==> config.mk <==
export PLATFORM = sky130hd
export DESIGN_NAME = axis_pkt_fifo_flat
export DESIGN_NICKNAME = d
export VERILOG_FILES = /design/src/rtl/axis_pkt_fifo_if.sv /design/src/rtl/axis_pkt_fifo.sv /design/src/flat_wrapper.sv
export SDC_FILE = /design/constraint.sdc
export NUM_CORES = 1
export LEC_CHECK = 0
export CAP_MARGIN = 20
export CORE_AREA = 3 3 139 141
export CTS_BUF_LIST = sky130_fd_sc_hd__clkbuf_8
export DETAILED_ROUTE_END_ITERATION = 8
export DIE_AREA = 0 0 142 144
export PLACE_DENSITY = 0.77
export SLEW_MARGIN = 15
export SYNTH_ARGS = -nofsm -noshare
export SYNTH_HDL_FRONTEND = slang
export SYNTH_SLANG_ARGS = --single-unit
==> constraint.sdc <==
create_clock -name clk -period 4.9 [get_ports clk]
set_clock_uncertainty 0.15 [all_clocks]
set_input_delay 0.735 -clock clk [delete_from_list [all_inputs] [get_ports clk]]
set_output_delay 0.735 -clock clk [all_outputs]
set_load 0.01 [all_outputs]
==> src/rtl/axis_pkt_fifo_if.sv <==
// AXI-Stream link: one producer (master) driving one consumer (slave).
interface axis_pkt_fifo_if #(
    parameter int P_DATA_WIDTH = 16
);
    logic                    tvalid;
    logic                    tready;
    logic [P_DATA_WIDTH-1:0] tdata;
    logic                    tlast;

    modport master (output tvalid, tdata, tlast, input tready);
    modport slave  (input tvalid, tdata, tlast, output tready);
endinterface

==> src/rtl/axis_pkt_fifo.sv <==
// Synchronous AXI-Stream FIFO with fill status and optional store-and-forward
// packet mode; a packet larger than the FIFO falls back to cut-through.
module axis_pkt_fifo #(
    parameter int P_DATA_WIDTH   = 16,
    parameter int P_FIFO_DEPTH   = 16,
    parameter int P_PACKET_MODE  = 0,
    parameter int P_ALMOST_FULL  = P_FIFO_DEPTH - 2,
    parameter int P_ALMOST_EMPTY = 2
) (
    input  logic                            clk,
    input  logic                            rst,
    axis_pkt_fifo_if.slave                  s_axis,
    axis_pkt_fifo_if.master                 m_axis,
    output logic [$clog2(P_FIFO_DEPTH):0]   fill_level,
    output logic                            almost_full,
    output logic                            almost_empty
);
    localparam int LP_AW = $clog2(P_FIFO_DEPTH);
    localparam int LP_PW = LP_AW + 1;
    localparam logic [LP_PW-1:0] LP_FULL = LP_PW'(P_FIFO_DEPTH);
    localparam logic [LP_PW-1:0] LP_ONE  = LP_PW'(1);

    generate
        if (!(P_ALMOST_EMPTY < P_ALMOST_FULL && P_ALMOST_FULL <= P_FIFO_DEPTH) ||
            P_FIFO_DEPTH < 4 || (P_FIFO_DEPTH & (P_FIFO_DEPTH - 1)) != 0 ||
            P_DATA_WIDTH < 1) begin : g_bad_param
            $error("axis_pkt_fifo: illegal parameter combination");
        end
    endgenerate

    logic [P_DATA_WIDTH:0] r_mem [P_FIFO_DEPTH];
    logic [LP_PW-1:0]      r_wr, r_rd, r_cm, r_fill;
    logic                  r_ovs;

    logic                  w_push, w_pop, w_full, w_ovs_set;
    logic [LP_PW-1:0]      w_readable;
    logic [P_DATA_WIDTH:0] w_rd_word;

    assign w_full        = (r_fill == LP_FULL);
    assign w_readable    = r_cm - r_rd;
    assign s_axis.tready = ~rst & ~w_full;
    assign m_axis.tvalid = ~rst & (w_readable != '0);
    assign w_push        = s_axis.tvalid & s_axis.tready;
    assign w_pop         = m_axis.tvalid & m_axis.tready;

    // Show-ahead read; the entry under r_rd is only rewritten when the FIFO is empty.
    assign w_rd_word     = r_mem[r_rd[LP_AW-1:0]];
    assign m_axis.tdata  = w_rd_word[P_DATA_WIDTH-1:0];
    assign m_axis.tlast  = w_rd_word[P_DATA_WIDTH];

    assign fill_level    = r_fill;
    assign almost_full   = (r_fill >= LP_PW'(P_ALMOST_FULL));
    assign almost_empty  = (r_fill <= LP_PW'(P_ALMOST_EMPTY));

    // Full with nothing committed means the packet cannot fit: release what is stored.
    assign w_ovs_set = (P_PACKET_MODE != 0) & w_full & (r_cm == r_rd) & ~r_ovs;

    always_ff @(posedge clk) begin
        if (w_push) r_mem[r_wr[LP_AW-1:0]] <= {s_axis.tlast, s_axis.tdata};
    end

    always_ff @(posedge clk) begin
        if (rst) begin
            r_wr   <= '0;
            r_rd   <= '0;
            r_cm   <= '0;
            r_fill <= '0;
            r_ovs  <= 1'b0;
        end else begin
            if (w_push) r_wr <= r_wr + LP_ONE;
            if (w_pop)  r_rd <= r_rd + LP_ONE;
            case ({w_push, w_pop})
                2'b10:   r_fill <= r_fill + LP_ONE;
                2'b01:   r_fill <= r_fill - LP_ONE;
                default: r_fill <= r_fill;
            endcase
            if (P_PACKET_MODE == 0) begin
                if (w_push) r_cm <= r_wr + LP_ONE;
            end else if (w_ovs_set) begin
                r_cm  <= r_wr;
                r_ovs <= 1'b1;
            end else if (w_push && (s_axis.tlast || r_ovs)) begin
                r_cm <= r_wr + LP_ONE;
                if (s_axis.tlast) r_ovs <= 1'b0;
            end
        end
    end
endmodule

==> src/flat_wrapper.sv <==
// flat-port wrapper written by rule: the top's interface ports become plain ports
module axis_pkt_fifo_flat 
#(
    parameter int P_DATA_WIDTH   = 16,
    parameter int P_FIFO_DEPTH   = 16,
    parameter int P_PACKET_MODE  = 0,
    parameter int P_ALMOST_FULL  = P_FIFO_DEPTH - 2,
    parameter int P_ALMOST_EMPTY = 2
)
  (clk, rst, fill_level, almost_full, almost_empty, s_axis_tvalid, s_axis_tdata, s_axis_tlast, s_axis_tready, m_axis_tvalid, m_axis_tdata, m_axis_tlast, m_axis_tready);
  axis_pkt_fifo_if #(.P_DATA_WIDTH(P_DATA_WIDTH)) s_axis_i ();
  axis_pkt_fifo_if #(.P_DATA_WIDTH(P_DATA_WIDTH)) m_axis_i ();
  input  logic clk;
  input  logic rst;
  output logic [$clog2(P_FIFO_DEPTH):0] fill_level;
  output logic almost_full;
  output logic almost_empty;
  input wire logic [$bits(s_axis_i.tvalid)-1:0] s_axis_tvalid;
  input wire logic [$bits(s_axis_i.tdata)-1:0] s_axis_tdata;
  input wire logic [$bits(s_axis_i.tlast)-1:0] s_axis_tlast;
  output wire logic [$bits(s_axis_i.tready)-1:0] s_axis_tready;
  output wire logic [$bits(m_axis_i.tvalid)-1:0] m_axis_tvalid;
  output wire logic [$bits(m_axis_i.tdata)-1:0] m_axis_tdata;
  output wire logic [$bits(m_axis_i.tlast)-1:0] m_axis_tlast;
  input wire logic [$bits(m_axis_i.tready)-1:0] m_axis_tready;
  assign s_axis_i.tvalid = s_axis_tvalid;
  assign s_axis_i.tdata = s_axis_tdata;
  assign s_axis_i.tlast = s_axis_tlast;
  assign s_axis_tready = s_axis_i.tready;
  assign m_axis_tvalid = m_axis_i.tvalid;
  assign m_axis_tdata = m_axis_i.tdata;
  assign m_axis_tlast = m_axis_i.tlast;
  assign m_axis_i.tready = m_axis_tready;
  axis_pkt_fifo #(.P_DATA_WIDTH(P_DATA_WIDTH), .P_FIFO_DEPTH(P_FIFO_DEPTH), .P_PACKET_MODE(P_PACKET_MODE), .P_ALMOST_FULL(P_ALMOST_FULL), .P_ALMOST_EMPTY(P_ALMOST_EMPTY)) u_core (.clk(clk), .rst(rst), .s_axis(s_axis_i), .m_axis(m_axis_i), .fill_level(fill_level), .almost_full(almost_full), .almost_empty(almost_empty));
endmodule
==> Word-level counts from Yosys, hierarchy flattened <==
Memory sizes are Yosys's and may differ from the RTL's. A register that Yosys moved wholly into a read port is not among the register bits.
Cells that the tools add are included.
W data, S select, Z words.
{ "op_classes": {"eq_ne": 3, "mux": 5, "add_sub_neg": 5, "n_lt_le_gt_ge": 2, "n_bitwise": 6, "n_reduce_logical": 2} }
{ "ops": {"columns": ["op", "count"], "rows": [
  ["$add A5 B1 Y5 const B", 3],
  ["$pmux W5 S2", 1],
  ["$mux W4", 2],
  ["$eq A5 B5 Y1 const B", 1],
  ["$ge A5 B4 Y1 const B", 1],
  ["$le A5 B2 Y1 const B", 1],
  ["$reduce_bool A5 Y1", 1],
  ["$sub A5 B1 Y5 const B", 1],
  ["$sub A5 B5 Y5", 1],
  ["$and A1 B1 Y1", 4],
  ["$eq A2 B1 Y1 const B", 1],
  ["$eq A2 B2 Y1 const B", 1],
  ["$mux W1", 2],
  ["$not A1 Y1", 2],
  ["$reduce_bool A2 Y1", 1]
]} }
{ "word_totals": {"ramBits": 272, "regBits": 15, "n_memories": 1, "out_inout_bits": 26, "inputBits": 21} }
{ "mem_list": {"columns": ["name", "words", "word_bits", "read_ports", "rd_ports_with_merged_regs", "write_ports", "line", "rtl"], "rows": [
  ["u_core.r_mem", 16, 17, 1, 1, 1, "axis_pkt_fifo.sv:31", "logic [P_DATA_WIDTH:0] r_mem [P_FIFO_DEPTH];"]
]} }

==> Longest topological paths before layout <==
Gate-level depths: netlist (run 1).
{ "logic_depth": {"word_depth": 6, "depth_mapped": 15, "mapped_depth_nobuf": 15} }

==> Least setup slack after synthesis (run 1) <==
OpenSTA, ideal clock, no wires.
{ "synth_timing": {"path_kind": "register to register", "start": "register u_core.r_rd[3]", "end": "register u_core.r_fill[4], in the netlist u_core.fill_level[4]", "path_stages_with_launch": 15, "setup_slack_ns": 1.439, "required_time_ns": 4.629, "arrival_time_ns": 3.191, "cell_sequence": "dfxtp_1 -> inv_1 -> ha_1 -> or2_0 -> a211oi_1 -> o2111a_1 -> nor2b_1 -> and2_1 -> ha_1 -> ha_1 -> nor2b_1 -> o21ai_0 -> a21oi_1 -> or3b_1 -> mux2_2"} }
{ "synth_between": {"elab_chain_len": 6, "word_cells_on_any_way": 8, "classes_between": "1 x add/sub; 2 x eq/ne; 1 x mux; 2 x bitwise; 2 x reduce/logical"} }
{ "synth_lines": {"columns": ["element", "line", "rtl"], "rows": [
  ["from (decl)", "axis_pkt_fifo.sv:32", "logic [LP_PW-1:0] r_wr, r_rd, r_cm, r_fill;"],
  ["from (signal assigned)", "axis_pkt_fifo.sv:71", "if (w_pop) r_rd <= r_rd + LP_ONE;"],
  ["$sub A5 B5 Y5 (*)", "axis_pkt_fifo.sv:40", "assign w_readable = r_cm - r_rd;"],
  ["$reduce_bool A5 Y1 (*)", "axis_pkt_fifo.sv:42", "assign m_axis.tvalid = ~rst & (w_readable != '0);"],
  ["$and A1 B1 Y1 (*)", "axis_pkt_fifo.sv:42", null],
  ["$and A1 B1 Y1 (*)", "axis_pkt_fifo.sv:44", "assign w_pop = m_axis.tvalid & m_axis.tready;"],
  ["via u_core.w_pop", "axis_pkt_fifo.sv:35", "logic w_push, w_pop, w_full, w_ovs_set;"],
  ["$eq A2 B1 Y1 or $eq A2 B2 Y1 (tied branches)", "axis_pkt_fifo.sv:72", "case ({w_push, w_pop})"],
  ["$pmux W5 S2 or $reduce_bool A2 Y1 (tied branches)", null, null],
  ["to (signal assigned)", "axis_pkt_fifo.sv:73", "2'b10: r_fill <= r_fill + LP_ONE;"],
  ["to (signal assigned)", "axis_pkt_fifo.sv:74", "2'b01: r_fill <= r_fill - LP_ONE;"],
  ["to (signal assigned)", "axis_pkt_fifo.sv:75", "default: r_fill <= r_fill;"],
  ["to (decl)", "axis_pkt_fifo.sv:32", null]
]} }
The timed path passes the listed nets; every way through them passes the cells marked *.
A chain may end at the register's enable or synchronous reset.

==> run_results.csv, run 1 <==
group,metric,value,unit
critical_path,required,5180,ps
worst_hold_path,hold_path_end,"u_core.r_rd[4]$_SDFFE_PP0P_",
yosys,synth_edf_count,272,
pwr,clkPwrFrac,33.2,%
global_route,grt_pass1_wl,33600,um
timing,rsz0062_at_grt,"no",
drt,top_layer_used,"met4",
place,placed_cells_incl_taps,793,
drt,wl_per_cell,24.9,um
pwr,combinationalPowerShare,15.8,%
clock_network,cts.sinks,291,
pwr,vdd.ir_drop.worst,0.000441,V
yosys,syn_area,11400,sq um
clock_network,hold_buffers,0,
drt,wl_met3,1410,um
timing,slew_headroom,44.0,%
floorplan,rows,49,
drt,viasPerCell,6.22,
drt,drt_wl_total,21700,um
yosys,syn-num-nets,556,
timing,worst_pin_slew,839,ps
timing,hold_viol_final,0,
pwr,powerDensity,419,nW/um^2
final_layout,fin_util,72.2,%
yosys,yosysSeqAreaShare,75.1,%
drt,ant_nets,0,
critical_path,path_class,"register to register",
drt,firstDrtPassIters,5,
global_route,overflow,0,
yosys,syn_area_per_cell,21.8,sq um
clock_network,cts-resized-gates,0,
worst_hold_path,min-delay-start,"u_core.r_rd[4]$_SDFFE_PP0P_",
floorplan,die_y,144,um
clock_network,path_clk_slew,70,ps
worst_hold_path,min_path_type,"register to register",
drt,drt-initial-drc-count,598,
final_layout,syn_to_final_growth,14.8,%
timing,period_needed,3900,ps
clock_network,clockBufferDepth,3,
yosys,synth_top_flop_cell,"edfxtp_1",
yosys,syn_inst,521,
timing,period_share,79.6,%
final_layout,diodes,0,
place,hpwl,12300,um
yosys,ys.warnings.count,0,
floorplan,start_util,62.9,%
floorplan,die_w,142,um
critical_path,worstPathArrival,4180,ps
global_route,track_usage,22.3,%
global_route,first_global_vias,5685,
pwr,intPower,4.21,mW
drt,met2_length,11200,um
pwr,p_leak,4.15,nW
clock_network,htree_num_levels,2,
timing,tns,0,ps
critical_path,r2r_slack,1000,ps
timing,hold_ws,369,ps
drt,drc,0,
yosys,async_flop_share,0,%
critical_path,crit_path_max_fanout,9,
critical_path,worstSetupEndpointType,"register",
yosys,ys_seq_elements,291,
clock_network,cts_tree,"built",
timing,drv_slew,0,
pwr,switching_share,23.1,%
floorplan,core_area,18100,sq um
drt,wl_met1,8750,um
yosys,synth.most_common_cell,"edfxtp_1",
clock_network,cts_buffers,45,
final_layout,nets,646,
yosys,synthDominantAreaCellType,"edfxtp_1",
job,cap_violations,0,
place,port_buffers,46,
final_layout,final_cells,872,
floorplan,num_io_pins,47,
clock_network,cts_root_buf,"clkbuf_8",
global_route,grt_max_degree,69,
pwr,power.switching,1.26,mW
clock_network,clock_latency,540,ps
yosys,yosysUniqueCellTypes,40,
yosys,synth_area_leaders,"edfxtp_1 (72%), mux4_2 (17%), dfxtp_1 (3.3%), ha_1 (1.4%), nor2_1 (0.89%)",
final_layout,drive_above_1_share,29.2,%
critical_path,crit-reg2reg-capture,"u_core.fill_level[4]$_SDFFE_PP0P_",
floorplan,die_area,20400,sq um
place,gp_congestion,0.804,
yosys,synth_top_area_share,71.8,%
clock_network,post-cts-setup-buffer-count,0,
run_status,outcome,"complete, no violations",
critical_path,start_kind,"register",
timing,fmax,0.256,GHz
critical_path,r2r_cells,13,
yosys,synth_commonest_cells,"edfxtp_1 (272), mux4_2 (85), nor2_1 (27)",
pwr,seq_power_share,51.0,%
worst_hold_path,whs_path_depth,2,
critical_path,r2r-start,"u_core.r_wr[3]$_SDFFE_PP0P_",
place,placed_area,12200,sq um
final_layout,final_area,13100,sq um
drt,num_vias,5425,
timing,setup_viol,0,
global_route,antenna_found_initial,0,
[worst max path at each step]
| stage | from | endpoint | slack, ps | depth (start not counted) |
|---|---|---|---|---|
| floorplan | u_core.r_rd[3]$_SDFFE_PP0P_ | u_core.fill_level[4]$_SDFFE_PP0P_ | 1440 | 14 |
| global placement | u_core.r_wr[3]$_SDFFE_PP0P_ | u_core.fill_level[4]$_SDFFE_PP0P_ | 1150 | 13 |
| detailed placement | u_core.r_wr[3]$_SDFFE_PP0P_ | u_core.fill_level[4]$_SDFFE_PP0P_ | 1030 | 13 |
| CTS | register | m_axis_tdata[0] | 980 | 4 |
| global route | u_core.r_wr[3]$_SDFFE_PP0P_ | u_core.fill_level[4]$_SDFFE_PP0P_ | 860 | 13 |
| finish | u_core.r_wr[3]$_SDFFE_PP0P_ | u_core.fill_level[4]$_SDFFE_PP0P_ | 1000 | 13 |
[critical path: stages (launching register included)]
cell	delay (ps)
dfxtp_1	540
ha_1	330
or2_0	230
a211oi_1	210
o2111a_1	350
nor2b_1	140
and2_1	180
ha_1	240
ha_1	330
nor2b_1	160
o21ai_0	230
a21oi_1	100
or3b_1	360
mux2_2	270
[power by group through the flow]
| stage | Combinational (mW) | Sequential, mW | Clock [mW] |
|---|---|---|---|
| after global routing | 0.934 | 2.80 | 1.98 |
| after floorplan | 0.640 | 2.83 | 0 |
| after CTS | 0.880 | 2.79 | 1.85 |
| after global placement | 0.860 | 2.84 | 0 |
| final | 0.862 | 2.79 | 1.82 |
| after detailed placement | 0.874 | 2.84 | 0 |
[layout make-up]
class | instances | area [sq um]
multi-input cells | 193 | 2700
fillers | 1022 | 5020
well taps | 229 | 287
inverters | 12 | 45.0
repair buffers | 68 | 658
clock buffers | 52 | 716
flip-flops and latches | 291 | 8550
clock inverters | 27 | 110
[through the flow]
| stage | worst slack [ps] | total power, mW |
|---|---|---|
| CTS | 985 | 5.52 |
| floorplan | 1440 | 3.47 |
| global placement | 1150 | 3.70 |
| global route | 856 | 5.71 |
| detailed placement | 1030 | 3.72 |
| finish | 1000 | 5.47 |
[placed cells by master, fill, tap and decap left out, types with 11 or more instances in the layout]
| cell | count |
|---|---|
| edfxtp_1 | 272 |
| mux4_2 | 85 |
| ha_1 | 13 |
| clkbuf_8 | 52 |
| clkdlybuf4s50_1 | 46 |
| dfxtp_1 | 17 |
| nor2_1 | 15 |
| nand2_1 | 11 |
| inv_1 | 26 |
| nor2_2 | 12 |
| buf_4 | 19 |
[state kept, by name, indices dropped and copies added (netlist names), named ones only]
name,count
u_core.fill_level,5
u_core.r_wr,5
u_core.r_mem,272
u_core.r_rd,5
[kinds of logic (layout without fill, tap and decap cells)]
family                   Yosys count  count (layout)  synth area share, %
adder cells (fa/ha/maj)           14              14                 1.60
flip-flops                       291             291                 75.1
XOR/XNOR                           8               8                0.615
AO/OA/AOI/OAI                     18              18                 1.10
buffers and inverters             37             159                 1.66
multiplexers                      91              91                 17.4
AND/OR/NAND/NOR                   62              62                 2.54
[routing by layer]
metal / vias up / GRT usage (%)
li1: 2342 / -
met1: 2829 / 30.7
met2: 221 / 37.6
met3: 33 / 4.73
met4: 0 / 5.56
met5: - / 0
Power figures use the tool's default switching activity.
==> run 2, diff against run 1 <==
--- a/config.mk
+++ b/config.mk
@@ -6,11 +6,11 @@
 export NUM_CORES = 1
 export LEC_CHECK = 0
 export CAP_MARGIN = 20
-export CORE_AREA = 3 3 139 141
+export CORE_AREA = 3 3 146 148
 export CTS_BUF_LIST = sky130_fd_sc_hd__clkbuf_8
 export DETAILED_ROUTE_END_ITERATION = 8
-export DIE_AREA = 0 0 142 144
-export PLACE_DENSITY = 0.77
+export DIE_AREA = 0 0 149 151
+export PLACE_DENSITY = 0.73
 export SLEW_MARGIN = 15
 export SYNTH_ARGS = -nofsm -noshare
 export SYNTH_HDL_FRONTEND = slang
==> constraint.sdc (replaced) <==
create_clock -name clk -period 3.3 [get_ports clk]
set_clock_uncertainty 0.15 [all_clocks]
set_input_delay 0.495 -clock clk [delete_from_list [all_inputs] [get_ports clk]]
set_output_delay 0.495 -clock clk [all_outputs]
set_load 0.01 [all_outputs]
==> run_results.csv, run 2 (synthesis gave the netlist of run 1 again) <==
group,metric,value,unit
timing,hold_ws,361,ps
final_layout,largest_reg_flops,272,
drt,drt_wl_total,23000,um
drt,wl_per_cell,24.7,um
timing,drv_slew,0,
final_layout,drive_above_1_share,33.1,%
drt,drc,0,
drt,num_vias,5535,
critical_path,path_delay_family,"simple AND/OR/NAND/NOR gates",
timing,setup_viol,0,
critical_path,crit_start,"u_core.r_rd[1]$_SDFFE_PP0P_",
critical_path,r2r_cells,15,
timing,worst_pin_slew,551,ps
place,port_buffers,46,
final_layout,final_area,13500,sq um
clock_network,cts_tree,"built",
floorplan,core_area,20200,sq um
floorplan,start_util,56.4,%
final_layout,layout_commonest_cell,"edfxtp_1",
timing,fin_ws,31.7,ps
clock_network,clock_latency,540,ps
critical_path,r2r_slack,30,ps
pwr,p_leak,4.34,nW
run_status,outcome,"complete, no violations",
clock_network,clockBufferDepth,3,
floorplan,die_y,151,um
job,cap_violations,0,
worst_hold_path,min-delay-start,"u_core.r_rd[4]$_SDFFE_PP0P_",
worst_hold_path,whs_path_depth,2,
worst_hold_path,min_path_type,"register to register",
drt,wl_met3,1660,um
place,gp_congestion,0.781,
timing,period_share,99.0,%
clock_network,hold_buffers,0,
timing,rsz0062_at_grt,"yes",
critical_path,crit-reg2reg-capture,"u_core.fill_level[4]$_SDFFE_PP0P_",
floorplan,die_area,22500,sq um
place,hpwl,12800,um
critical_path,required,3580,ps
final_layout,diodes,0,
drt,met2_length,11400,um
global_route,track_usage,21.5,%
floorplan,rows,52,
critical_path,cpMostUsedCell,"inv_1",
drt,drt-initial-drc-count,395,
drt,firstDrtPassIters,5,
final_layout,syn_to_final_growth,18.2,%
final_layout,layout_common_cells,"edfxtp_1 (272), mux4_2 (85), clkbuf_8 (46)",
clock_network,cts.sinks,291,
timing,hold_viol_final,0,
critical_path,cpPeakStageDelay,370,ps
place,dp_slack,-28.2,ps
critical_path,worstPathArrival,3550,ps
pwr,powerDensity,618,nW/um^2
critical_path,cp_num_buf_inv,2,
critical_path,start_kind,"register",
critical_path,r2r-start,"u_core.r_rd[1]$_SDFFE_PP0P_",
global_route,first_global_vias,5981,
clock_network,htree_num_levels,2,
timing,slew_headroom,63.2,%
global_route,overflow,0,
place,placed_area,12500,sq um
critical_path,cp.depth,15,
timing,fmax,0.306,GHz
timing,period_needed,3270,ps
critical_path,path_cells,"inv_1 > ha_1 > nand2b_1 > and3_1 > o2111a_2 > nor2b_2 > and2_4 > ha_4 > inv_1 > fa_2 > nor2b_4 > o21ai_2 > nand3_1 > or3b_1 > mux2_2",
final_layout,nets,668,
clock_network,cts_buffers,45,
critical_path,worstSetupEndpointType,"register",
global_route,grt_max_degree,42,
floorplan,num_io_pins,47,
global_route,grt_pass1_wl,35500,um
critical_path,crit_path_max_fanout,4,
drt,viasPerCell,5.93,
clock_network,path_clk_slew,60,ps
drt,wl_met1,9270,um
critical_path,slowest_stage,"fa_2",
drt,top_layer_used,"met4",
drt,ant_nets,0,
critical_path,path_class,"register to register",
global_route,antenna_found_initial,0,
clock_network,cts_root_buf,"clkbuf_8",
pwr,vdd.ir_drop.worst,0.000344,V
critical_path,cp-endpoint,"u_core.fill_level[4]$_SDFFE_PP0P_",
floorplan,die_w,149,um
[run 2: changes by cell type in the layout (fill, tap and decap cells not counted), moves of 4 or more]
cell,delta
clkbuf_8,-6
buf_4,+12
clkdlybuf4s50_1,-18
buf_12,+8
dlygate4sd2_1,+14
clkinv_1,+4
[run 2: where the power goes]
group	internal (mW)	total [mW]	switching (mW)
clock	1.38	2.70	1.32
combinational	0.861	1.47	0.613
sequential	4.09	4.14	0.0526
[run 2: cell type report]
class                   count  area (sq um)
flip-flops and latches    291          8560
repair buffers             90           963
clock buffers              46           633
multi-input cells         193          2750
well taps                 270           338
clock inverters            32           168
fillers                  1300          6720
inverters                  12          45.0
[run 2: layer usage]
metal	track usage (%)	vias up
met5	0	-
met4	7.60	0
met3	4.88	55
met2	34.6	221
met1	29.5	2873
li1	-	2386
[run 2: worst register-to-register path, delay by kind of cell, from the launching register on]
family          cells  cell delay, ps
flops               1             330
mux                 1             270
simple gates        7            1260
buf+inv             2             110
fa+ha+maj           3             670
compound gates      2             350
[run 2: per-stage QoR]
step | std cells | power, mW | setup TNS (ps) | utilization, %
2_1_floorplan | 521 | 5.15 | 0 | -
3_3_place_gp | 850 | 5.58 | 0 | 62.0
3_5_place_dp | 850 | 5.62 | -28.2 | 62.0
4_1_cts | 932 | 8.36 | -98.3 | 66.4
5_1_grt | 934 | 8.67 | -104 | 66.7
6_report | 934 | 8.32 | 0 | 66.7
[run 2: what timing repair did]
| item | CTS | global route |
|---|---|---|
| endpoints found under the setup margin | 18 | 3 |
| resized for setup | 29 | 10 |
| gates cloned | 1 | 0 |
| pin swaps | 4 | 2 |
| hold endpoints to repair | 0 | 0 |
| setup buffers | 3 | 2 |
[run 2: worst min-delay path by stage]
stage                                              to  slack [ps]
final                     u_core.r_rd[4]$_SDFFE_PP0P_         360
after detailed placement  u_core.r_rd[4]$_SDFFE_PP0P_         360
after global routing      u_core.r_rd[4]$_SDFFE_PP0P_         390
after global placement    u_core.r_rd[4]$_SDFFE_PP0P_         330
after floorplan           u_core.r_rd[4]$_SDFFE_PP0P_         310
after CTS                 u_core.r_rd[4]$_SDFFE_PP0P_         370
==> run 3, diff against run 2 <==
--- a/config.mk
+++ b/config.mk
@@ -10,7 +10,7 @@
 export CTS_BUF_LIST = sky130_fd_sc_hd__clkbuf_8
 export DETAILED_ROUTE_END_ITERATION = 8
 export DIE_AREA = 0 0 149 151
-export PLACE_DENSITY = 0.73
+export PLACE_DENSITY = 0.81
 export SLEW_MARGIN = 15
 export SYNTH_ARGS = -nofsm -noshare
 export SYNTH_HDL_FRONTEND = slang
==> run_results.csv, run 3 (synthesis gave the netlist of run 1 again) <==
group,metric,value,unit
drt,firstDrtPassIters,4,
floorplan,rows,52,
critical_path,r2r_cells,14,
floorplan,die_y,151,um
timing,setup_viol,1,
final_layout,diodes,0,
critical_path,worstPathArrival,3590,ps
clock_network,clockBufferDepth,3,
place,port_buffers,46,
final_layout,layout_common_cells,"edfxtp_1 (272), mux4_2 (85), buf_4 (46)",
floorplan,start_util,56.4,%
final_layout,fillCellCount,1259,
final_layout,multi_input_area,2760,sq um
global_route,first_global_vias,5925,
run_status,outcome,"finished with violations",
final_layout,fin_util,66.6,%
drt,num_vias,5646,
global_route,antenna_found_initial,0,
critical_path,crit_start,"u_core.r_rd[3]$_SDFFE_PP0P_",
place,dp_slack,-146,ps
critical_path,crit_path_max_fanout,4,
timing,slew_headroom,64.6,%
critical_path,r2r-start,"u_core.r_rd[3]$_SDFFE_PP0P_",
floorplan,num_io_pins,47,
timing,worst_pin_slew,529,ps
pwr,total_power,8.39,mW
job,cap_violations,0,
final_layout,regArea,8550,sq um
timing,fin_ws,-19.3,ps
timing,hold_ws,357,ps
pwr,p_leak,4.34,nW
critical_path,r2r_slack,-20,ps
global_route,track_usage,21.3,%
timing,fmax,0.301,GHz
critical_path,crit-reg2reg-capture,"u_core.fill_level[4]$_SDFFE_PP0P_",
timing,tns,-19.3,ps
global_route,grt_max_degree,69,
drt,drt_wl_total,23000,um
drt,drc,0,
global_route,overflow,0,
place,hpwl,12500,um
clock_network,cts_buffers,44,
timing,rsz0062_at_grt,"yes",
timing,drv_slew,0,
critical_path,worstSetupEndpointType,"register",
pwr,vdd.ir_drop.worst,0.000267,V
timing,hold_viol_final,0,
final_layout,layout_commonest_cell,"edfxtp_1",
final_layout,nets,677,
timing,period_share,101,%
worst_hold_path,min_path_type,"register to register",
critical_path,cp-endpoint,"u_core.fill_level[4]$_SDFFE_PP0P_",
final_layout,largest_reg_flops,272,
drt,viasPerCell,5.99,
run_status,violations,"setup timing",
final_layout,drive_above_1_share,33.6,%
clock_network,htree_num_levels,2,
drt,wl_per_cell,24.4,um
floorplan,die_area,22500,sq um
pwr,powerDensity,625,nW/um^2
clock_network,path_clk_slew,60,ps
drt,ant_nets,0,
clock_network,cts.sinks,291,
critical_path,path_class,"register to register",
floorplan,die_w,149,um
final_layout,syn_to_final_growth,17.9,%
timing,period_needed,3320,ps
place,gp_congestion,0.810,
critical_path,start_kind,"register",
global_route,grt_pass1_wl,35100,um
critical_path,required,3570,ps
clock_network,cts_root_buf,"clkbuf_8",
drt,drt-initial-drc-count,462,
clock_network,cts_tree,"built",
floorplan,core_area,20200,sq um
clock_network,clock_latency,530,ps
==> run 3: routing by layer <==
layer	part of all wire (%)	GRT usage, %	vias to the layer above
li1	-	-	2400
met1	38	28.8	2908
met2	51	34.8	285
met3	7.5	4.22	53
met4	2.8	8.38	0
met5	0	0	-
==> run 3: worst min-delay path by stage <==
| stage | from | end | slack (ps) | cells after the start |
|---|---|---|---|---|
| CTS | u_core.r_rd[4]$_SDFFE_PP0P_ | u_core.r_rd[4]$_SDFFE_PP0P_ | 360 | 2 |
| floorplan | u_core.r_rd[4]$_SDFFE_PP0P_ | u_core.r_rd[4]$_SDFFE_PP0P_ | 310 | 2 |
| global route | u_core.r_rd[4]$_SDFFE_PP0P_ | u_core.r_rd[4]$_SDFFE_PP0P_ | 390 | 2 |
| detailed placement | u_core.r_rd[4]$_SDFFE_PP0P_ | u_core.r_rd[4]$_SDFFE_PP0P_ | 350 | 2 |
| finish | u_core.r_rd[4]$_SDFFE_PP0P_ | u_core.r_rd[4]$_SDFFE_PP0P_ | 360 | 2 |
| global placement | u_core.r_rd[4]$_SDFFE_PP0P_ | u_core.r_rd[4]$_SDFFE_PP0P_ | 330 | 2 |
==> run 3: area by class of cell <==
cell class	count	area share, %
Timing Repair Buffer	100	6.97
Sequential cell	291	63.7
Clock buffer	45	4.61
Tap cell	270	2.52
Multi-Input combinational cell	193	20.5
Inverter	12	0.336
Clock inverter	31	1.30
==> run 3: what timing repair did <==
| action | in CTS | in global routing |
|---|---|---|
| gates cloned | 1 | 0 |
| hold buffers | 0 | 0 |
| setup endpoints to repair | 18 | 7 |
| gates resized for setup | 26 | 11 |
| buffers inserted | 9 | 6 |
| pin swaps | 3 | 0 |
==> run 3: stage by stage <==
stage | instances | cell area (sq um)
after floorplan | 521 | 11400
after global placement | 850 | 12400
after detailed placement | 850 | 12400
after CTS | 936 | 13400
after global routing | 942 | 13400
final | 942 | 13400
==> run 3: critical path: stages, from the launching register on <==
cell      delay (ps)
dfxtp_1          340
inv_1             90
ha_4             230
or2_1            230
a211oi_2         190
o2111a_2         280
nor2b_4           50
and2_4           160
ha_4             170
ha_4             220
nor2b_2          160
o21ai_2          160
a21oi_1          120
or3b_1           370
mux2_2           270
==> run 3: report_power, final <==
part           internal (mW)  switching (mW)
combinational          0.912           0.647
sequential              4.09          0.0432
clock                   1.42            1.28
total                   6.42            1.97
